`config.mk`:
```
export PLATFORM = sky130hd
export DESIGN_NAME = if_stage
export DESIGN_NICKNAME = d
export VERILOG_FILES = /design/src/rtl/if_stage_pkg.sv /design/src/rtl/if_stage_pc_gen.sv /design/src/rtl/if_stage.sv
export SDC_FILE = /design/constraint.sdc
export NUM_CORES = 1
export LEC_CHECK = 0
export ABC_AREA = 1
export CORE_ASPECT_RATIO = 1.4
export CORE_MARGIN = 5
export CORE_UTILIZATION = 47
export DETAILED_ROUTE_END_ITERATION = 8
export GPL_ROUTABILITY_DRIVEN = 0
export GPL_TIMING_DRIVEN = 0
export PLACE_DENSITY = 0.81
export SYNTH_ARGS = -nofsm -noshare
export SYNTH_HDL_FRONTEND = slang
export SYNTH_HIERARCHICAL = 1
export SYNTH_SLANG_ARGS = --single-unit
```
`constraint.sdc`:
```
create_clock -name clk -period 2 [get_ports clk]
set_input_delay 0.5 -clock clk [delete_from_list [all_inputs] [get_ports clk]]
set_output_delay 0.5 -clock clk [all_outputs]
set_load 0.02 [all_outputs]
```
`src/rtl/if_stage_pkg.sv`:
```
// Shared constants for the instruction fetch stage: datapath width, reset PC,
// bubble instruction and the JAL opcode used by the optional predictor.
package if_stage_pkg;

  localparam int XLEN = 32;

  localparam logic [XLEN-1:0] RESET_PC_DEFAULT  = 32'h0000_0000;
  localparam logic [XLEN-1:0] NOP_INSTR_DEFAULT = 32'h0000_0013;
  localparam logic [6:0]      OPCODE_JAL        = 7'b1101111;

endpackage

```
`src/rtl/if_stage_pc_gen.sv`:
```
// Next-PC generation: priority mux over reset, redirect, stall, JAL prediction
// and sequential PC+4. Prediction is built only when IF_JAL_PREDICT_EN is defined.
module pc_gen
  import if_stage_pkg::*;
#(
  parameter logic [XLEN-1:0] RESET_PC = RESET_PC_DEFAULT
) (
  input  logic            rst,
  input  logic            stall,
  input  logic            redirect_valid,
  input  logic [XLEN-1:0] redirect_pc,
  input  logic [XLEN-1:0] pc,
  input  logic [XLEN-1:0] instr,
  output logic [XLEN-1:0] next_pc,
  output logic [XLEN-1:0] pc_plus4,
  output logic            pred_taken
);

  logic [XLEN-1:0] jal_target;

`ifdef IF_JAL_PREDICT_EN
  logic signed [20:0]     jal_imm;
  logic signed [XLEN-1:0] jal_imm_ext;
  logic                   unused_instr;

  assign jal_imm      = {instr[31], instr[19:12], instr[20], instr[30:21], 1'b0};
  assign jal_imm_ext  = XLEN'(jal_imm);
  assign jal_target   = pc + $unsigned(jal_imm_ext);
  assign pred_taken   = (instr[6:0] == OPCODE_JAL);
  assign unused_instr = ^instr[11:7];
`else
  logic unused_instr;

  assign jal_target   = '0;
  assign pred_taken   = 1'b0;
  assign unused_instr = ^instr;
`endif

  assign pc_plus4 = pc + XLEN'(4);

  always_comb begin
    next_pc = pc_plus4;
    if (rst)
      next_pc = RESET_PC;
    else if (redirect_valid)
      next_pc = {redirect_pc[XLEN-1:2], 2'b00};
    else if (stall)
      next_pc = pc;
    else if (pred_taken)
      next_pc = jal_target;
  end

endmodule

```
`src/rtl/if_stage.sv`:
```
// Instruction fetch stage: PC register, IF/ID pipeline register and fetch counter.
// Optional static JAL prediction is enabled with the IF_JAL_PREDICT_EN macro.
module if_stage
  import if_stage_pkg::*;
#(
  parameter logic [XLEN-1:0] RESET_PC  = RESET_PC_DEFAULT,
  parameter logic [XLEN-1:0] NOP_INSTR = NOP_INSTR_DEFAULT
) (
  input  logic            clk,
  input  logic            rst,
  input  logic            stall,
  input  logic            redirect_valid,
  input  logic [XLEN-1:0] redirect_pc,
  output logic [XLEN-1:0] imem_addr,
  input  logic [XLEN-1:0] imem_rdata,
  output logic [XLEN-1:0] if_id_instr,
  output logic [XLEN-1:0] if_id_pc,
  output logic [XLEN-1:0] if_id_pc_plus4,
  output logic            if_id_valid,
  output logic            id_flush,
  output logic            if_id_pred_taken,
  output logic [XLEN-1:0] fetch_count
);

  logic [XLEN-1:0] pc_p0;
  logic [XLEN-1:0] next_pc;
  logic [XLEN-1:0] pc_plus4;
  logic            pred_taken;

  logic [XLEN-1:0] instr_p1;
  logic [XLEN-1:0] pc_p1;
  logic [XLEN-1:0] pc_plus4_p1;
  logic            vld_p1;
  logic            pred_p1;
  logic [XLEN-1:0] count;

  pc_gen #(
    .RESET_PC(RESET_PC)
  ) u_pc_gen (
    .rst           (rst),
    .stall         (stall),
    .redirect_valid(redirect_valid),
    .redirect_pc   (redirect_pc),
    .pc            (pc_p0),
    .instr         (imem_rdata),
    .next_pc       (next_pc),
    .pc_plus4      (pc_plus4),
    .pred_taken    (pred_taken)
  );

  // Stage 0: PC register; next_pc already folds in reset, redirect and stall.
  always_ff @(posedge clk) begin
    pc_p0 <= next_pc;
  end

  // Stage 1: IF/ID register and accepted-instruction counter.
  always_ff @(posedge clk) begin
    if (rst) begin
      instr_p1    <= NOP_INSTR;
      pc_p1       <= '0;
      pc_plus4_p1 <= '0;
      vld_p1      <= 1'b0;
      pred_p1     <= 1'b0;
      count       <= '0;
    end else if (redirect_valid) begin
      // Squash the slot but keep its PC fields for debug visibility.
      instr_p1 <= NOP_INSTR;
      vld_p1   <= 1'b0;
      pred_p1  <= 1'b0;
    end else if (!stall) begin
      instr_p1    <= imem_rdata;
      pc_p1       <= pc_p0;
      pc_plus4_p1 <= pc_plus4;
      vld_p1      <= 1'b1;
      pred_p1     <= pred_taken;
      count       <= count + XLEN'(1);
    end
  end

  assign imem_addr        = pc_p0;
  assign if_id_instr      = instr_p1;
  assign if_id_pc         = pc_p1;
  assign if_id_pc_plus4   = pc_plus4_p1;
  assign if_id_valid      = vld_p1;
  assign id_flush         = ~vld_p1;
  assign if_id_pred_taken = pred_p1;
  assign fetch_count      = count;

endmodule

```
==> results.md <==
- H-tree depth: 4
- Gate Count Post-Synth: 1091
- Placed inst area: 9880 µm²
- Global route overflow: 0
- Synth warn: 6
- Detail Route Antenna Nets: 0
- Core area: 15500 µm²
- Yosys reg bits: 162
- DRC: 0
- Drt first pass iters: 6
- Commonest non-fill, non-tap cell in the layout: nand2_1
- Diode count: 0
- Clk root buf: clkbuf_16
- Inserted Clock Buffers: 17
- CP delay by family, top: buffers and inverters
- Max_slew headroom: 60.9%
- CP max-delay cell: clkdlybuf4s50_1
- Min-delay worst type: flop to flop
- Largest net degree at the start of global routing: 20
- CTS clk-pin slew, worst paths: 0.06 ns
- Worst vdd ir: 0.544 mV
- Req. time, crit path: 1.50 ns
- Mapped Avg Cell Area: 6.74 µm²
- Skew final: 0.00779 ns
- Worst skew pair latency: 0.42 ns
- Post-synthesis cell type count: 31
- Slew at the pin closest to its max-slew limit: 0.587 ns
- Vias/cell: 5.17
- Final period util: 98.7%
- Most frequent cells in the layout: nand2_1 (289), nor2_1 (225), clkdlybuf4s50_1 (176)
- # rows: 54
- FF/Latch Area: 3240 µm²
- Status: complete, no violations
- Final setup violation count: 0
- Port-buffer cells: 228
- CTS tree: yes
- Gr usage total: 26.4%
- Die area: 18300 µm²
- Worst path buffer plus inverter count: 1
- DRT Wirelength: 24200 µm
- Cell Area, Synth: 7360 µm²
- Final hold vios: 0
- CP peak stage delay: 0.64 ns
- Setup crit start kind: flop
- Critical Path AT: 1.47 ns
- Worst Path Max Fanout: 5
- Share of layout cells above drive strength 1: 6.74%
- Fmax: 0.507 GHz
- Seq/Total Area, Yosys: 44.1%
- CTS Hold Bufs: 0
- Maxcap violations: 0
- PostCTS Resize Cnt: 33
- Kind of critical path: flop to primary output
- Mapped Nets: 1161
- Period minus WS final: 1.97 ns
- Leakage power: 4.56 nW
- Post-CTS Setup Bufs: 0
- Area of the multi-input gates: 3590 µm²
- Critical Path End Type: primary output
- Final Core Density: 68.1%
- DP HPWL: 18300 µm
- Area Growth Syn to Fin: 43.2%
- Die Y: 158 µm
- CTS Buffer Depth: 2
- Clock sink total: 162
- Wire length per cell: 15.7 µm
- First-pass GRT wire length: 37800 µm
- Starting Density: 47.5%
- Fillers: 1346
- Die width: 116 µm
- Top Ports: 231
- Pwr per Cell Area: 774 nW/µm²
- Slew Viols, Final: 0
- Design area: 10500 µm²
- Number of DRC markers in iteration 0: 655
- # nets final: 1407
- Initial antenna violation count: 0
- Vias in the first global route: 7729
- RSZ-0062 raised after global routing: yes
- Vias: 7986
- Worst path cell trace: clkdlybuf4s50_1
## area by class of cell
cell class	instances	area share [%]
Multi-Input combinational cell	800	34.0
Sequential cell	162	30.8
Timing Repair Buffer	228	21.7
Clock buffer	20	4.24
Inverter	81	2.96
Tap cell	196	2.33
Buffer	47	2.22
Clock inverter	12	1.71
## where the power goes
| part | internal (mW) | switching (mW) | leakage [nW] |
|---|---|---|---|
| clock | 2.13 | 1.34 | 0.301 |
| sequential | 3.38 | 0.134 | 1.33 |
| combinational | 0.505 | 0.667 | 2.93 |
## final timing paths
kind	start	to	slack, ns	cells after the start
worst min register to register	if_id_instr[6]$_SDFFE_PP0N_	if_id_instr[6]$_SDFFE_PP0N_	0.46	2
worst max-delay path	imem_addr[29]$_DFF_P_	imem_addr[29]	0.03	1
worst min-delay path	if_id_instr[6]$_SDFFE_PP0N_	if_id_instr[6]$_SDFFE_PP0N_	0.46	2
worst max register to register	imem_addr[3]$_DFF_P_	if_id_pc_plus4[20]$_SDFFE_PP0P_	0.14	8
## synthesized netlist by cell type (all sizes together)
| cell | n | area, µm² |
|---|---|---|
| nand2 | 297 | 1150 |
| nor2 | 247 | 1050 |
| dfxtp | 162 | 3240 |
| o21ai | 108 | 541 |
| inv | 81 | 312 |
| a21oi | 67 | 335 |
| nand3 | 51 | 278 |
| clkbuf | 29 | 109 |
| buf | 19 | 120 |
| nand4 | 8 | 50.1 |
| nor3 | 7 | 35.0 |
| xnor2 | 4 | 35.0 |
| xor2 | 3 | 26.3 |
| ha | 2 | 25.0 |
| nand3b | 2 | 15.0 |
| o21a | 2 | 15.0 |
| conb | 1 | 3.75 |
| nor3b | 1 | 12.5 |
## state kept, by name, summed over array words and instances, names as in the netlist
signal and flops:
fetch_count 32, if_id_pc 32, if_id_pred_taken 1, if_id_pc_plus4 32
if_id_valid 1, if_id_instr 32, imem_addr 32
## metrics by stage
stage,cells,setup TNS (ns),total power [mW],worst slack [ns],hold slack [ns]
2_1_floorplan,1091,0,4.16,0.336,0.532
3_3_place_gp,1515,-33.60,4.75,-0.506,0.442
3_5_place_dp,1515,-37.66,4.78,-0.561,0.454
4_1_cts,1546,0,8.21,0.00188,0.463
5_1_grt,1546,-0.0130,8.48,-0.0130,0.482
6_report,1546,0,8.15,0.0261,0.461
## metal layers
layer | routed length [µm] | GRT usage (%) | up-vias | part of all wire (%)
li1 | - | - | 3932 | -
met1 | 8770 | 27.7 | 3641 | 36
met2 | 12400 | 48.7 | 337 | 51
met3 | 1930 | 6.77 | 76 | 8.0
met4 | 1060 | 12.3 | 0 | 4.4
met5 | 0 | 0 | - | 0
## logic make-up (layout without fill, tap and decap cells)
logic type / after synthesis / in the layout / share of synthesized area (%)
AND/OR/NAND/NOR: 613 / 613 / 35.2
AO/OA/AOI/OAI: 177 / 177 / 12.1
flip-flops: 162 / 162 / 44.1
buffers and inverters: 129 / 388 / 7.35
XOR/XNOR: 7 / 7 / 0.833
adder cells (fa/ha/maj): 2 / 2 / 0.340
other: 1 / 1 / 0.0510
(Power assumes the default switching activity.)
